### src/rtl/fc_pkg.sv
// Shared types and sizing helpers for the fully-connected layer MAC sequencer.
// Holds the FSM state encoding, default layer geometry and group-count arithmetic.
package fc_pkg;

   typedef enum logic [2:0] {
      ST_IDLE,
      ST_FETCH,
      ST_DRAIN,
      ST_STORE,
      ST_DONE
   } fc_state_t;

   localparam int FC_IN_LEN   = 784;
   localparam int FC_OUT_LEN  = 10;
   localparam int FC_NUM_CORE = 4;

   function automatic int fc_ngroup(input int out_len, input int num_core);
      return (out_len + num_core - 1) / num_core;
   endfunction

   // A 1-deep range still needs a 1-bit port.
   function automatic int fc_width(input int n);
      return (n > 1) ? $clog2(n) : 1;
   endfunction

endpackage

### src/rtl/fc_addr_counter.sv
// Wrap-at-limit counter with synchronous clear and enable; term flags the last value.
// Count updates on the edge after en; no backpressure of its own.
module fc_addr_counter #(
   parameter int LIMIT = 4,
   parameter int W     = 2
) (
   input  logic         clk,
   input  logic         reset,
   input  logic         clr,
   input  logic         en,
   output logic [W-1:0] count,
   output logic         term
);

   localparam logic [W-1:0] LAST = W'(LIMIT - 1);

   assign term = (count == LAST);

   always_ff @(posedge clk or negedge reset) begin
      if (!reset) begin
         count <= '0;
      end else if (clr) begin
         count <= '0;
      end else if (en) begin
         count <= term ? '0 : count + 1'b1;
      end
   end

endmodule

### src/rtl/fc_mac_sequencer.sv
// Sequences input/weight reads and MAC valid/store strobes for one FC layer, one core group at a time.
// Latency NGROUP*(IN_LEN+2)+1 cycles start-to-done with hold low; hold stalls read issue only.
module fc_mac_sequencer
   import fc_pkg::*;
#(
   parameter int DATA_WIDTH = 8,
   parameter int IN_LEN     = FC_IN_LEN,
   parameter int OUT_LEN    = FC_OUT_LEN,
   parameter int NUM_CORE   = FC_NUM_CORE,
   localparam int NGROUP    = fc_ngroup(OUT_LEN, NUM_CORE),
   localparam int IAW       = fc_width(IN_LEN),
   localparam int WAW       = fc_width(NGROUP * IN_LEN),
   localparam int NBW       = fc_width(OUT_LEN + NUM_CORE),
   localparam int GW        = fc_width(NGROUP)
) (
   input  logic                clk,
   input  logic                reset,
   input  logic                start,
   input  logic                hold,
   output logic                rd_en,
   output logic [IAW-1:0]      in_addr,
   output logic [WAW-1:0]      w_addr,
   output logic                mac_valid,
   output logic                mac_store,
   output logic [NUM_CORE-1:0] core_en,
   output logic [NBW-1:0]      neuron_base,
   output logic                busy,
   output logic                done
);

   if (DATA_WIDTH < 1 || IN_LEN < 1 || OUT_LEN < 1 || NUM_CORE < 1) begin : g_param_check
      $error("fc_mac_sequencer: all size parameters must be at least 1");
   end

   fc_state_t     state;
   logic [GW-1:0] group;
   logic          in_term;
   logic          group_term;
   logic          start_acc;
   logic          grp_inc;

   assign start_acc = (state == ST_IDLE) && start;
   assign rd_en     = (state == ST_FETCH) && !hold;
   assign grp_inc   = (state == ST_STORE) && !group_term;

   fc_addr_counter #(
      .LIMIT (IN_LEN),
      .W     (IAW)
   ) u_in_cnt (
      .clk   (clk),
      .reset (reset),
      .clr   (start_acc),
      .en    (rd_en),
      .count (in_addr),
      .term  (in_term)
   );

   // Group never wraps: it holds the last value through DONE and is cleared by the next start.
   fc_addr_counter #(
      .LIMIT (NGROUP),
      .W     (GW)
   ) u_grp_cnt (
      .clk   (clk),
      .reset (reset),
      .clr   (start_acc),
      .en    (grp_inc),
      .count (group),
      .term  (group_term)
   );

   assign w_addr      = WAW'(group) * WAW'(IN_LEN) + WAW'(in_addr);
   assign neuron_base = NBW'(group) * NBW'(NUM_CORE);

   always_comb begin
      core_en = '0;
      for (int k = 0; k < NUM_CORE; k++) begin
         core_en[k] = ((int'(group) * NUM_CORE + k) < OUT_LEN);
      end
   end

   always_ff @(posedge clk or negedge reset) begin
      if (!reset) begin
         state     <= ST_IDLE;
         mac_valid <= 1'b0;
         mac_store <= 1'b0;
         busy      <= 1'b0;
         done      <= 1'b0;
      end else begin
         mac_valid <= rd_en;
         mac_store <= 1'b0;
         done      <= 1'b0;
         unique case (state)
            ST_IDLE: begin
               if (start) begin
                  state <= ST_FETCH;
                  busy  <= 1'b1;
               end
            end
            ST_FETCH: begin
               if (rd_en && in_term) begin
                  state <= ST_DRAIN;
               end
            end
            // The last read's data arrives here, so the store is scheduled for the next cycle.
            ST_DRAIN: begin
               state     <= ST_STORE;
               mac_store <= 1'b1;
            end
            ST_STORE: begin
               if (group_term) begin
                  state <= ST_DONE;
                  done  <= 1'b1;
               end else begin
                  state <= ST_FETCH;
               end
            end
            ST_DONE: begin
               state <= ST_IDLE;
               busy  <= 1'b0;
            end
            default: begin
               state <= ST_IDLE;
               busy  <= 1'b0;
            end
         endcase
      end
   end

endmodule

### config.mk
export PLATFORM = sky130hd
export DESIGN_NAME = fc_mac_sequencer
export DESIGN_NICKNAME = d
export VERILOG_FILES = /design/src/rtl/fc_pkg.sv /design/src/rtl/fc_addr_counter.sv /design/src/rtl/fc_mac_sequencer.sv
export SDC_FILE = /design/constraint.sdc
export NUM_CORES = 1
export LEC_CHECK = 0
export BUFFER_PORTS_ARGS = -buffer_cell sky130_fd_sc_hd__buf_4
export CORE_MARGIN = 10
export CORE_UTILIZATION = 42
export DETAILED_ROUTE_END_ITERATION = 7
export HOLD_SLACK_MARGIN = 0.15
export PLACE_DENSITY_LB_ADDON = 0.12
export SLEW_MARGIN = 15
export SYNTH_ARGS = -nofsm -noshare
export SYNTH_HDL_FRONTEND = slang
export SYNTH_SLANG_ARGS = --single-unit
### constraint.sdc
create_clock -name clk -period 1.85 [get_ports clk]
set_input_delay 0.185 -clock clk [delete_from_list [all_inputs] [get_ports clk]]
set_output_delay 0.185 -clock clk [all_outputs]
set_load 0.03 [all_outputs]
==> flow_summary_export.csv, run 1 <==
group,metric,value,unit
run_status,status,"complete, but fails checks",
run_status,failed_checks,"negative setup slack",
grt,grt_pass1_vias,1189,
critical_path,crit_family,"adder cells",
synthesis,yosys.area_share.simple,21.8,%
synthesis,synthAdderAreaFrac,11.1,%
die,die_area,5740,um^2
grt,antenna_found_initial,0,
detailed_routing,drt_iter0_drc,44,
die,coreArea,3000,um^2
die,die_w,75.7,um
synthesis,avgSynthCellArea,9.53,um^2
critical_path,crit_type,"reg -> out",
placement,placed_cells,218,
detailed_routing,dr.pass1.iters,4,
synthesis,synth_mux_area_share,1.53,%
synthesis,synth_xor_xnor_area_share,3.36,%
finish,final_cells,228,
critical_path,cp_data_required_time,1.66,ns
synthesis,netlist_instances,137,
synthesis,synth_edf_count,0,
clocking,worstSkewPairLatency,0.30,ns
pwr,ir_worst_vdd,0.000849,V
grt,groute.usage.overall,12.7,%
die,start_util,43.5,%
sta,setup_viol,7,
critical_path,critPathMaxFanout,3,
synthesis,yosysTopAreaCellShare,36.4,%
pwr,finalPower,2110,uW
synthesis,synth_area,1310,um^2
placement,hpwl,2730,um
clocking,cts.sinks,19,
clocking,clk_pin_slew_worst_paths,0.10,ns
finish,drive_above_1_share,50.8,%
clocking,ctsHtreeMaxLevel,1,
synthesis,async_reset_ff_share,100,%
detailed_routing,viasPerCell,5.39,
sta,final.period_utilization,124,%
synthesis,synth_top_family_by_area,"simple AND/OR/NAND/NOR gates",
grt,grt_first_pass_wirelength,5650,um
finish,syn_to_final_growth,53.9,%
sta,hold_slack,0.236,ns
synthesis,synth-compound-area-share,16.7,%
critical_path,cp_common_cell,"ha_4",
pwr,powerDensity,1050,nW/um^2
sta,skew,0.00689,ns
sta,rsz0062_at_grt,"true",
grt,overflow,0,
sta,clock.fmax,0.436,GHz
sta,final-hold-violation-count,0,
sta,fin_ws,-0.446,ns
clocking,clock_path_buffers,2,
placement,portBuffers,36,
sta,layout_min_cycle_time,2.30,ns
critical_path,worst-path-buf-inv,3,
synthesis,ys_ff_latch,19,
finish,nets,211,
synthesis,synth_area_leaders,"dfrtp_1 36%, ha_1 9.6%, buf_4 5.2%",
clocking,cts_tree,"built",
synthesis,yosys.area.top_type,"dfrtp_1",
clocking,cts_made_buffers,3,
flow_run,drv_cap,0,
critical_path,critPathArrivalTime,2.11,ns
synthesis,yosys_warnings,0,
finish,final_common_cell,"buf_4",
clocking,root_buffer,"clkbuf_4",
finish,multi_input_area,896,um^2
pwr,p_leak,0.000944,uW
detailed_routing,wire_per_inst,15.7,um
synthesis,synthFlopType,"dfrtp_1",
finish,seq_area,479,um^2
finish,fill_cells,239,
finish,diodes,0,
critical_path,max_stage_delay,0.51,ns
die,fp.dieH,75.7,um
detailed_routing,drc,0,
synthesis,synth_cell_types,44,
sta,maxSlewViolCount,0,
finish,most-common-layout-cells,"52 x buf_4, 16 x dfrtp_1, 11 x buf_6, 10 x nor2_1, 9 x nand2_1",
detailed_routing,wirelength,3570,um
placement,dpl_worst_slack,-0.208,ns
critical_path,cp_cell_sequence,"clkinvlp_4, ha_4, ha_4, inv_2, or4b_4, o2111ai_4, buf_6",
die,row_count,20,
detailed_routing,vias,1228,
synthesis,synth_seq_area_share,36.4,%
critical_path,critPathCaptureType,"primary output",
worst_hold_path,hp-class,"in -> reg",
detailed_routing,final_antenna_net_count,0,
placement,gp_congestion,0.834,
critical_path,startpoint_type,"register",
critical_path,cp_slowest_cell,"or4b_4",
die,io_pins,39,
grt,grt_max_degree,20,
-- cell families after synthesis --
group	Yosys count
compound gates	30
xor+xnor	5
fa+ha+maj	11
buf+inv	21
flops	19
mux	2
other cells	1
simple gates	48
-- where the power goes --
part / total (uW) / switching, uW / internal [uW] / leakage [uW]
registers: 618 / 119 / 499 / 0.000241
logic: 1280 / 754 / 530 / 0.000688
clock network: 211 / 127 / 83.9 / 0.0000150
-- sequential cells by signal (all words and copies together) (netlist names) --
signal           count
state                3
done                 1
mac_store            1
mac_valid            1
u_grp_cnt.count      2
u_in_cnt.count      10
busy                 1
-- path summary, 6_finish.rpt --
| check | from | to | slack (ns) | cells past startpoint |
|---|---|---|---|---|
| setup / recovery | u_grp_cnt.count[1] | w_addr[11] | -0.45 | 7 |
| hold / removal | hold | state[0] | 0.24 | 3 |
| setup reg to reg | u_grp_cnt.count[1] | u_grp_cnt.count[1] | 0.14 | 7 |
| hold reg to reg | busy | busy | 0.51 | 2 |
| max in group asynchronous | reset | u_grp_cnt.count[0] | 1.33 | 2 |
| min in group asynchronous | reset | u_in_cnt.count[2] | 0.29 | 2 |
-- worst min-delay path, cell delays in order --
cell and delay, ns:
buf_4 0.09, o211ai_1 0.09, a21oi_1 0.13
-- stage by stage --
stage	cell area [um^2]	util, %	TNS, ns
2_1_floorplan	1430	-	-0.777
5_1_grt	2010	66.9	-2.14
3_5_place_dp	1830	61.0	-0.278
3_3_place_gp	1830	61.0	-0.209
6_report	2010	66.9	-1.55
4_1_cts	1960	65.2	-1.91
-- routing by layer --
metal / track usage (%) / up-vias / wire [um]
met4: 3.30 / 0 / 47
met5: 0 / - / 0
met2: 21.9 / 34 / 1880
met3: 3.65 / 4 / 190
li1: - / 593 / -
met1: 15.0 / 597 / 1450
-- synthesized netlist by cell type, types with 2 or more instances --
cell / instances
a21o_1: 2
a21oi_1: 6
a31oi_1: 2
and3_1: 2
buf_2: 2
buf_4: 9
dfrtp_1: 19
ha_1: 10
inv_1: 9
mux2i_1: 2
nand2_1: 10
nand2_2: 2
nand2b_1: 3
nand3_1: 7
nor2_1: 11
o211ai_1: 5
o21ai_1: 4
o22ai_1: 2
or3_1: 2
xnor2_1: 4
-- what timing repair did --
| item | 4_1_cts | 5_1_grt |
|---|---|---|
| hold buffers | 1 | 0 |
| setup buffers | 5 | 2 |
| endpoints found under the hold margin | 19 | 0 |
| pin swaps | 7 | 5 |
| endpoints found under the setup margin | 7 | 7 |
| resized for setup | 13 | 10 |
-- cell type report --
type / count / area share [%]
Multi-Input combinational cell: 98 / 44.6
Timing Repair Buffer: 64 / 26.1
Sequential cell: 19 / 23.9
Inverter: 10 / 2.06
Tap cell: 33 / 2.06
Clock buffer: 4 / 1.31
(Power assumes the default switching activity.)
==> run 2, diff against run 1 <==
--- a/config.mk
+++ b/config.mk
@@ -11,6 +11,7 @@
 export DETAILED_ROUTE_END_ITERATION = 7
 export HOLD_SLACK_MARGIN = 0.15
 export PLACE_DENSITY_LB_ADDON = 0.12
+export SKIP_LAST_GASP = 1
 export SLEW_MARGIN = 15
 export SYNTH_ARGS = -nofsm -noshare
 export SYNTH_HDL_FRONTEND = slang
==> constraint.sdc (replaced) <==
create_clock -name clk -period 2.78 [get_ports clk]
set_input_delay 0.278 -clock clk [delete_from_list [all_inputs] [get_ports clk]]
set_output_delay 0.278 -clock clk [all_outputs]
set_load 0.03 [all_outputs]
==> run 2 against run 1 <==
- the run now ends clean
- count of clock-buffer cells in the layout is the same
- combinational power down 49%
- non-clock buffer count fell by 27
- cell area fell by 21%
- sequential share of layout area up 6.3 points
- worst hold slack better by 0.090 ns
- clock power shrank 31%
- largest power group unchanged
==> flow_summary_export.csv, run 2 (synthesis results as in run 1) <==
group,metric,value,unit
run_status,status,"completed",
die,row_count,20,
clocking,cts_tree,"built",
flow_run,drv_cap,0,
clocking,worstSkewPairLatency,0.30,ns
clocking,cts_made_buffers,3,
sta,rsz0062_at_grt,"false",
die,die_w,75.7,um
sta,clock.fmax,0.385,GHz
placement,portBuffers,36,
placement,hpwl,2390,um
critical_path,startpoint_type,"register",
pwr,powerDensity,780,nW/um^2
clocking,clock_path_buffers,2,
critical_path,worstSetupStartpoint,"u_grp_cnt.count[1]",
detailed_routing,vias,1088,
finish,final_common_cell,"buf_4",
worst_hold_path,hp-start,"hold",
critical_path,r2r_end,"u_in_cnt.count[6]",
worst_hold_path,min_path_cells,3,
sta,relSlewSlack,64.8,%
finish,final_core_util,52.6,%
die,fp.dieH,75.7,um
finish,top_regs,"u_in_cnt.count: 10 flops, state: 3 flops, u_grp_cnt.count: 2 flops",
worst_hold_path,hp-class,"in -> reg",
detailed_routing,wire_per_inst,15.4,um
sta,final.period_utilization,93.4,%
finish,largest_reg_flops,10,
critical_path,cp_common_cell,"ha_1",
detailed_routing,final_antenna_net_count,0,
sta,tns,0,ns
detailed_routing,viasPerCell,5.41,
die,io_pins,39,
finish,most-common-layout-cells,"36 x buf_4, 18 x dfrtp_1, 11 x nor2_1, 10 x nand2_1, 10 x ha_1",
critical_path,cp_slowest_cell,"or4b_1",
finish,regMostFlops,"u_in_cnt.count",
finish,fill_cells,284,
critical_path,reg2regPathDepth,5,
sta,skew,0.0107,ns
critical_path,cp_cell_sequence,"inv_2, ha_1, ha_1, inv_1, or4b_1, o2111ai_1, buf_4",
die,coreArea,3000,um^2
placement,gp_congestion,0.763,
detailed_routing,wirelength,3090,um
finish,drive_above_1_share,30.4,%
critical_path,critPathArrivalTime,2.32,ns
pwr,ir_worst_vdd,0.000577,V
clocking,ctsHtreeMaxLevel,1,
critical_path,r2r-start,"u_in_cnt.count[0]",
detailed_routing,drc,0,
grt,grt_first_pass_wirelength,5260,um
pwr,p_leak,0.000752,uW
sta,tightest_slew,0.527,ns
sta,layout_min_cycle_time,2.60,ns
sta,maxSlewViolCount,0,
critical_path,critPathMaxFanout,6,
die,die_area,5740,um^2
finish,diodes,0,
critical_path,critPathCaptureType,"primary output",
finish,syn_to_final_growth,21.1,%
detailed_routing,dr.pass1.iters,4,
sta,final-hold-violation-count,0,
grt,groute.usage.overall,11.6,%
finish,nets,184,
grt,overflow,0,
critical_path,max_stage_delay,0.51,ns
grt,grt_max_degree,20,
worst_hold_path,worstHoldEndpoint,"state[0]",
critical_path,cp_data_required_time,2.50,ns
sta,setup_viol,0,
die,start_util,43.5,%
grt,antenna_found_initial,0,
clocking,root_buffer,"clkbuf_4",
clocking,cts.sinks,19,
critical_path,r2r_slack,1.06,ns
clocking,clk_pin_slew_worst_paths,0.10,ns
grt,grt_pass1_vias,1101,
detailed_routing,drt_iter0_drc,29,
clocking,cts_setup_buffers,0,
critical_path,crit_type,"reg -> out",
run 2: area by class of cell:
| type | count | area, um^2 | share of cell area (%) |
|---|---|---|---|
| flip-flops and latches | 19 | 477 | 30.2 |
| multi-input cells | 98 | 718 | 45.4 |
| inverters | 10 | 37.5 | 2.38 |
| well taps | 33 | 41.3 | 2.61 |
| repair buffers | 37 | 280 | 17.7 |
| clock buffers | 4 | 26.3 | 1.66 |
run 2: repair_timing:
action | 4_1_cts | 5_1_grt
setup endpoints to repair | 0 | 1
hold endpoints to repair | 19 | 0
hold buffers | 1 | 0
resized for setup | 0 | 2
run 2: worst max path at each step:
stage | to | cells after the start
floorplan | w_addr[11] | 6
global placement | w_addr[11] | 7
detailed placement | w_addr[11] | 7
CTS | w_addr[11] | 7
global route | w_addr[11] | 7
finish | w_addr[11] | 7
run 2: critical path, delay by kind of cell, from the launching register on:
| family | cells | cell delay (ns) |
|---|---|---|
| buffers and inverters | 3 | 0.34 |
| and+or+nand+nor | 1 | 0.51 |
| AOI/OAI and AO/OA | 1 | 0.11 |
| adders and majority gates | 2 | 0.61 |
| DFF | 1 | 0.47 |
run 2: per-layer routing:
layer | routed length, um | up-vias | GRT usage, %
li1 | - | 541 | -
met1 | 1360 | 524 | 14.4
met2 | 1520 | 21 | 19.2
met3 | 194 | 2 | 3.91
met4 | 14 | 0 | 1.86
met5 | 0 | - | 0
run 2: where the power goes:
| group | switching [uW] | internal [uW] |
|---|---|---|
| combinational | 421 | 236 |
| clock | 89.2 | 55.9 |
| sequential | 101 | 330 |
run 2: per-stage QoR:
step | total power (uW) | cells | hold slack (ns) | cell area, um^2 | setup WS (ns)
floorplan | 895 | 138 | -0.0176 | 1310 | 0.167
global placement | 1090 | 196 | 0.169 | 1540 | 0.541
detailed placement | 1100 | 196 | 0.172 | 1540 | 0.462
CTS | 1250 | 201 | 0.321 | 1580 | 0.120
global route | 1320 | 201 | 0.342 | 1580 | 0.0292
finish | 1230 | 201 | 0.326 | 1580 | 0.182
